`src/rtl/cache_pkg.sv`:
```
// Constants and types shared by the L2, the arbiter and the line/burst adapter.
package cache_pkg;

    localparam int S_OFFSET = 5;
    localparam int S_LINE   = 256;
    localparam int S_BEAT   = 64;
    localparam int BEATS    = S_LINE / S_BEAT;
    localparam int CNT_W    = (BEATS > 1) ? $clog2(BEATS) : 1;

    typedef enum logic [1:0] {IDLE, READ, WRITE, DONE} burst_state_t;

endpackage

```
`src/rtl/line_burst_adapter_if.sv`:
```
// Bus bundles for the adapter: the whole-line side facing the L2 and the
// beat-wide physical memory side.
interface line_bus_if;
    import cache_pkg::*;

    logic              line_read;
    logic              line_write;
    logic [31:0]       line_address;
    logic [S_LINE-1:0] line_wdata;
    logic              line_resp;
    logic [S_LINE-1:0] line_rdata;

    modport master (output line_read, line_write, line_address, line_wdata,
                    input  line_resp, line_rdata);
    modport slave  (input  line_read, line_write, line_address, line_wdata,
                    output line_resp, line_rdata);
endinterface

interface pmem_bus_if;
    import cache_pkg::*;

    logic              pmem_read;
    logic              pmem_write;
    logic [31:0]       pmem_address;
    logic [S_BEAT-1:0] pmem_wdata;
    logic [S_BEAT-1:0] pmem_rdata;
    logic              pmem_resp;

    modport master (output pmem_read, pmem_write, pmem_address, pmem_wdata,
                    input  pmem_rdata, pmem_resp);
    modport slave  (input  pmem_read, pmem_write, pmem_address, pmem_wdata,
                    output pmem_rdata, pmem_resp);
endinterface

```
`src/rtl/line_beat_buffer.sv`:
```
// One cache line of storage: loaded whole from the L2 side, or filled one beat
// at a time from memory, with a beat-select read mux for outgoing write beats.
module line_beat_buffer
    import cache_pkg::*;
#(
    parameter int LINE_W = S_LINE,
    parameter int BEAT_W = S_BEAT,
    parameter int IDX_W  = CNT_W
) (
    input  logic              clk,
    input  logic              rst,
    input  logic              load_en,
    input  logic [LINE_W-1:0] load_data,
    input  logic              beat_we,
    input  logic [IDX_W-1:0]  beat_idx,
    input  logic [BEAT_W-1:0] beat_wdata,
    input  logic [IDX_W-1:0]  rd_idx,
    output logic [LINE_W-1:0] line_q,
    output logic [BEAT_W-1:0] beat_q
);

    // A whole-line load and a beat write never coincide; the load wins if they did.
    always_ff @(posedge clk or posedge rst) begin
        if (rst) begin
            line_q <= '0;
        end else if (load_en) begin
            line_q <= load_data;
        end else if (beat_we) begin
            line_q[beat_idx*BEAT_W +: BEAT_W] <= beat_wdata;
        end
    end

    assign beat_q = line_q[rd_idx*BEAT_W +: BEAT_W];

endmodule

```
`src/rtl/line_burst_adapter.sv`:
```
// Turns whole-line L2 fills/writebacks into ascending multi-beat memory bursts.
// Optional PMEM_PERF_EN adds saturating fill/writeback/busy-cycle counters.
module line_burst_adapter
    import cache_pkg::*;
(
    input  logic        clk,
    input  logic        rst,
    line_bus_if.slave   line,
    pmem_bus_if.master  pmem,
    output logic [31:0] perf_reads,
    output logic [31:0] perf_writes,
    output logic [31:0] perf_busy
);

    localparam logic [31:0]      LINE_MASK = ~32'((1 << S_OFFSET) - 1);
    localparam logic [CNT_W-1:0] LAST_BEAT = CNT_W'(BEATS - 1);

    burst_state_t      state;
    logic [CNT_W-1:0]  cnt;
    logic [31:0]       addr_q;
    logic              rd_q;
    logic              wr_q;
    logic              resp_q;
    logic              accept_wr;
    logic              beat_we;
    logic              in_burst;
    logic              beat_done;
    logic [S_LINE-1:0] line_q;
    logic [S_BEAT-1:0] beat_q;

    assign in_burst  = (state == READ) || (state == WRITE);
    assign accept_wr = (state == IDLE) && !line.line_read && line.line_write;
    assign beat_we   = (state == READ) && pmem.pmem_resp;
    assign beat_done = in_burst && pmem.pmem_resp && (cnt == LAST_BEAT);

    line_beat_buffer u_buf (
        .clk        (clk),
        .rst        (rst),
        .load_en    (accept_wr),
        .load_data  (line.line_wdata),
        .beat_we    (beat_we),
        .beat_idx   (cnt),
        .beat_wdata (pmem.pmem_rdata),
        .rd_idx     (cnt),
        .line_q     (line_q),
        .beat_q     (beat_q)
    );

    // Address register doubles as the bus address, so it is zeroed on leaving a burst.
    always_ff @(posedge clk or posedge rst) begin
        if (rst) begin
            state  <= IDLE;
            cnt    <= '0;
            addr_q <= '0;
            rd_q   <= 1'b0;
            wr_q   <= 1'b0;
            resp_q <= 1'b0;
        end else begin
            case (state)
                IDLE: begin
                    resp_q <= 1'b0;
                    if (line.line_read) begin
                        state  <= READ;
                        rd_q   <= 1'b1;
                        addr_q <= line.line_address & LINE_MASK;
                        cnt    <= '0;
                    end else if (line.line_write) begin
                        state  <= WRITE;
                        wr_q   <= 1'b1;
                        addr_q <= line.line_address & LINE_MASK;
                        cnt    <= '0;
                    end
                end
                READ, WRITE: begin
                    if (pmem.pmem_resp) begin
                        cnt <= cnt + CNT_W'(1);
                    end
                    if (beat_done) begin
                        state  <= DONE;
                        rd_q   <= 1'b0;
                        wr_q   <= 1'b0;
                        addr_q <= '0;
                        resp_q <= 1'b1;
                    end
                end
                DONE: begin
                    resp_q <= 1'b0;
                    state  <= IDLE;
                end
                default: state <= IDLE;
            endcase
        end
    end

    assign pmem.pmem_read    = rd_q;
    assign pmem.pmem_write   = wr_q;
    assign pmem.pmem_address = addr_q;
    assign pmem.pmem_wdata   = beat_q;
    assign line.line_resp    = resp_q;
    assign line.line_rdata   = line_q;

`ifdef PMEM_PERF_EN
    logic [31:0] reads_q;
    logic [31:0] writes_q;
    logic [31:0] busy_q;

    always_ff @(posedge clk or posedge rst) begin
        if (rst) begin
            reads_q  <= '0;
            writes_q <= '0;
            busy_q   <= '0;
        end else begin
            if (beat_done && (state == READ) && (reads_q != '1)) begin
                reads_q <= reads_q + 32'd1;
            end
            if (beat_done && (state == WRITE) && (writes_q != '1)) begin
                writes_q <= writes_q + 32'd1;
            end
            if (in_burst && (busy_q != '1)) begin
                busy_q <= busy_q + 32'd1;
            end
        end
    end

    assign perf_reads  = reads_q;
    assign perf_writes = writes_q;
    assign perf_busy   = busy_q;
`else
    assign perf_reads  = '0;
    assign perf_writes = '0;
    assign perf_busy   = '0;
`endif

endmodule
```
`src/flat_wrapper.sv`:
```
// flat-port wrapper written by rule: the top's interface ports become plain ports
module line_burst_adapter_flat import cache_pkg::*;
  (clk, rst, perf_reads, perf_writes, perf_busy, line_line_read, line_line_write, line_line_address, line_line_wdata, line_line_resp, line_line_rdata, pmem_pmem_read, pmem_pmem_write, pmem_pmem_address, pmem_pmem_wdata, pmem_pmem_rdata, pmem_pmem_resp);
  line_bus_if line_i ();
  pmem_bus_if pmem_i ();
  input  logic clk;
  input  logic rst;
  output logic [31:0] perf_reads;
  output logic [31:0] perf_writes;
  output logic [31:0] perf_busy;
  input wire logic [$bits(line_i.line_read)-1:0] line_line_read;
  input wire logic [$bits(line_i.line_write)-1:0] line_line_write;
  input wire logic [$bits(line_i.line_address)-1:0] line_line_address;
  input wire logic [$bits(line_i.line_wdata)-1:0] line_line_wdata;
  output wire logic [$bits(line_i.line_resp)-1:0] line_line_resp;
  output wire logic [$bits(line_i.line_rdata)-1:0] line_line_rdata;
  output wire logic [$bits(pmem_i.pmem_read)-1:0] pmem_pmem_read;
  output wire logic [$bits(pmem_i.pmem_write)-1:0] pmem_pmem_write;
  output wire logic [$bits(pmem_i.pmem_address)-1:0] pmem_pmem_address;
  output wire logic [$bits(pmem_i.pmem_wdata)-1:0] pmem_pmem_wdata;
  input wire logic [$bits(pmem_i.pmem_rdata)-1:0] pmem_pmem_rdata;
  input wire logic [$bits(pmem_i.pmem_resp)-1:0] pmem_pmem_resp;
  assign line_i.line_read = line_line_read;
  assign line_i.line_write = line_line_write;
  assign line_i.line_address = line_line_address;
  assign line_i.line_wdata = line_line_wdata;
  assign line_line_resp = line_i.line_resp;
  assign line_line_rdata = line_i.line_rdata;
  assign pmem_pmem_read = pmem_i.pmem_read;
  assign pmem_pmem_write = pmem_i.pmem_write;
  assign pmem_pmem_address = pmem_i.pmem_address;
  assign pmem_pmem_wdata = pmem_i.pmem_wdata;
  assign pmem_i.pmem_rdata = pmem_pmem_rdata;
  assign pmem_i.pmem_resp = pmem_pmem_resp;
  line_burst_adapter u_core (.clk(clk), .rst(rst), .line(line_i), .pmem(pmem_i), .perf_reads(perf_reads), .perf_writes(perf_writes), .perf_busy(perf_busy));
endmodule
```
`config.mk`:
```
export PLATFORM = sky130hd
export DESIGN_NAME = line_burst_adapter_flat
export DESIGN_NICKNAME = d
export VERILOG_FILES = /design/src/rtl/cache_pkg.sv /design/src/rtl/line_burst_adapter_if.sv /design/src/rtl/line_beat_buffer.sv /design/src/rtl/line_burst_adapter.sv /design/src/flat_wrapper.sv
export SDC_FILE = /design/constraint.sdc
export NUM_CORES = 1
export LEC_CHECK = 0
export ABC_AREA = 1
export CORE_AREA = 2 2 310 312
export CTS_CLUSTER_SIZE = 10
export DETAILED_ROUTE_END_ITERATION = 6
export DIE_AREA = 0 0 312 314
export PLACE_DENSITY_LB_ADDON = 0.15
export SLEW_MARGIN = 20
export SYNTH_ARGS = -nofsm -noshare
export SYNTH_HDL_FRONTEND = slang
export SYNTH_SLANG_ARGS = --single-unit
```
`constraint.sdc`:
```
create_clock -name clk -period 31.1 [get_ports clk]
set_input_delay 7.775 -clock clk [delete_from_list [all_inputs] [get_ports clk]]
set_output_delay 7.775 -clock clk [all_outputs]
set_load 0.01 [all_outputs]
```
==> results.md <==
- Outcome: completed
- Number of nets with antenna violations after detailed routing: 0
- Part of the total power dissipated in combinational logic: 0.563
- Share of total power consumed by net switching: 0.4720
- Register bit count reported by yosys: 290
- Drt via density: 4.411
- Power Dens Cells: 103.3 nW/um^2
- Cell area reported after detailed placement: 26630 um^2
- Final setup violating endpoints: 0
- Final slew viol count: 0
- Top cell type by total area after synthesis: dfrtp_1
- Worst Clk Skew: 30.84 ps
- Setup slack after layout: 19210 ps
- Arr. time, crit path: 4110 ps
- Post-placement setup slack: 19410 ps
- Clk Latency, worst-skew pair: 590 ps
- Part of the total power dissipated in the clock network: 0.174
- Sequential power share: 0.262
- Half-perimeter wire length of the detailed placement result: 72470 um
- First-pass GRT wire length: 156400 um
- Syn Std Cell Area: 19370 um^2
- Die Footprint: 97970 um^2
- Critical setup path kind: register to output port
- Worst-path maximum fanout: 66
- Final design instance area without fill: 28070 um^2
- Buffers and inverters on the worst path: 3
- Clock period minus final worst setup slack: 11890 ps
- Busiest grt layer: met2
- Biggest area contributors in the synthesized netlist: dfrtp_1 37%, nand2_1 21%, nand3_1 13%, inv_1 5.2%, buf_4 5.0%
- Synthesized area per cell: 6.515 um^2
- Number of global-route vias before repair: 20.80k
- Chain of cells forming the critical path: inv_4 -> buf_4 -> o21ai_0 -> o22ai_1 -> clkdlybuf4s50_1
- Synthesis-to-finish area growth: 44.92%
- CTS Buf Count: 43
- Transition time at the pin with the least slew margin: 1162 ps
- Slowest cell delay on critical path: 740 ps
- Std-Cell Rows: 113
- Max frequency: 84.13 MHz
- Number of H-tree branching levels: 2
- Core Area: 94450 um^2
- Clock tree from TritonCTS: yes
- Crit path required time: 23330 ps
- Pin count of the biggest net entering global routing: 103
- Iteration count of the initial detailed-routing pass: 5
- Effective utilization at floorplan: 0.2051
- Final estimated routing congestion in global placement: 0.8262
- Routed len/inst: 22.72 um
- Total of max-cap violations: 0
- Crit path launch type: register
- Count of boundary I/O pins: 808
- Clk sink count: 290
- Via count: 21.39k
- Post-cts repair resize count: 0
- Yosys cell types: 21
- Input/output buffers: 701
- Die width: 312 um
- Portion of the clock cycle consumed by the worst path in the final layout: 0.3822
- Die H: 314 um
- Sum of routed wire length over all layers: 110200 um
- Internal power: 1.531 mW
- Synthesized instance count: 2973
- Summed negative setup slack over all endpoints: 0 ps
- Max-Slew Margin vs Limit: 0.2250
- Master cell of the clock root buffer: clkbuf_16
- Global routing usage on met1: 0.2802
- Top-area cell type share of the netlist area: 0.3747
- Nature of the critical path endpoint: output port
- Cell family with most CP delay: buffers and inverters
- Post-CTS Hold Buffers: 0
- Worst vdd ir: 0.04920 mV
- Congestion Overflow GR: 0
- Met3 track utilization from global routing: 0.04401
- Worst hold path type: register to register
- Syn. warnings: 0
- Post-route DRC: 0
- Fraction of layout instances using a drive strength above 1: 0.03285
- Setup fix buffers added after clock tree synthesis: 0
- Setup repair after global routing missed its margin: no
- Number of DRC violations after detailed-routing iteration 0: 1402
- Commonest non-fill, non-tap cell in the layout: nand2_1
- Register area share after synthesis: 0.3747
- Switching power total: 1.369 mW
- Antenna violations before repair: 29
- M2 GR Usage: 0.3587
- Cell with the largest stage delay on the worst path: buf_4
- Number of nets in the final layout: 3896
- Maximum buffer depth of the clock tree: 3
- Final-report hold violation count: 0
- Most used cells in the layout excluding fill and tap cells: 1071 x nand2_1, 701 x clkdlybuf4s50_1, 513 x nand3_1, 288 x dfrtp_1, 266 x inv_1
- Clock input transition at the sequential cells of the worst setup and hold paths: 60 ps
- Pleak: 13.85 nW
- Total GRT Usage: 0.2163
## cell type report
cell class	count	area, um^2
Clock buffer	68	1260
Timing Repair Buffer	733	7257
Sequential cell	290	7264
Multi-Input combinational cell	2188	9468
Fill cell	10650	66370
Tap cell	1265	1583
Clock inverter	8	126.4
Inverter	275	1055
Antenna cell	23	57.56
## cell usage after synthesis
master,count
o22ai_1,64
buf_2,116
nand3b_1,27
buf_6,30
dfrtp_1,290
inv_2,5
nor3_1,1
buf_1,6
conb_1,1
ha_1,8
nand3_2,1
nand2_2,6
nand2_1,1073
clkbuf_1,39
nand3_1,515
inv_1,270
nor2_1,256
nor2_4,2
nand2_4,1
buf_4,129
o21ai_0,133
## power groups by stage
stage	Sequential (mW)	Combinational (mW)	Clock (mW)
floorplan	0.754	0.747	0
CTS	0.763	1.65	0.523
global route	0.784	1.77	0.532
global placement	0.767	1.65	0
finish	0.761	1.63	0.506
detailed placement	0.766	1.65	0
## worst paths after layout
| path | from | to | slack [ps] | cells after the start |
|---|---|---|---|---|
| max in group asynchronous | rst | u_core.u_buf.line_q[255]$_DFFE_PP0P_ | 21340 | 4 |
| worst max-delay path | u_core.cnt[0]$_DFFE_PP0P_ | pmem_pmem_wdata[27] | 19210 | 5 |
| worst max register to register | u_core.cnt[0]$_DFFE_PP0P_ | u_core.u_buf.line_q[9]$_DFFE_PP0P_ | 26770 | 8 |
| worst min register to register | u_core.pmem.pmem_address[5]$_DFFE_PP0P_ | u_core.pmem.pmem_address[5]$_DFFE_PP0P_ | 470 | 2 |
| worst min-delay path | u_core.pmem.pmem_address[5]$_DFFE_PP0P_ | u_core.pmem.pmem_address[5]$_DFFE_PP0P_ | 470 | 2 |
| min in group asynchronous | rst | u_core.u_buf.line_q[92]$_DFFE_PP0P_ | 7630 | 2 |
## through the flow
stage	hold slack (ps)	utilization	std cells	power, mW
after floorplan	441.9	-	3073	1.501
after detailed placement	457.8	0.2819	4751	2.413
after global placement	454.9	0.2819	4751	2.416
after global routing	493.3	0.2972	4849	3.088
after CTS	471.8	0.2966	4827	2.939
final	466.6	0.2972	4850	2.900
## cells by family (layout without fill, tap and decap cells)
kind of cell / count (synthesis) / count (layout) / share of synthesized area
adders and majority gates: 8 / 8 / 0.005168
other: 1 / 124 / 0.0001936
DFF: 290 / 290 / 0.3747
and+or+nand+nor: 1882 / 1882 / 0.4055
AOI/OAI and AO/OA: 197 / 197 / 0.05504
buffers and inverters: 595 / 1084 / 0.1594
## worst min-delay path: stages (launching register included)
cell and delay (ps):
dfrtp_1 340, nand2_1 50, nand2_1 40
## state kept, by name, indices dropped and copies added, names as in the netlist
register	cells
u_core.line.line_resp	1
u_core.u_buf.line_q	256
u_core.pmem.pmem_address	27
u_core.pmem.pmem_write	1
u_core.state	2
u_core.pmem.pmem_read	1
u_core.cnt	2
## metal layers
layer / share of wire / vias to the layer above / routed length (um)
met2: 0.48 / 720 / 52880
met5: 0.00075 / - / 83
met4: 0.029 / 12 / 3175
li1: - / 10270 / -
met3: 0.060 / 137 / 6615
met1: 0.43 / 10250 / 47440
(Power assumes the default switching activity.)
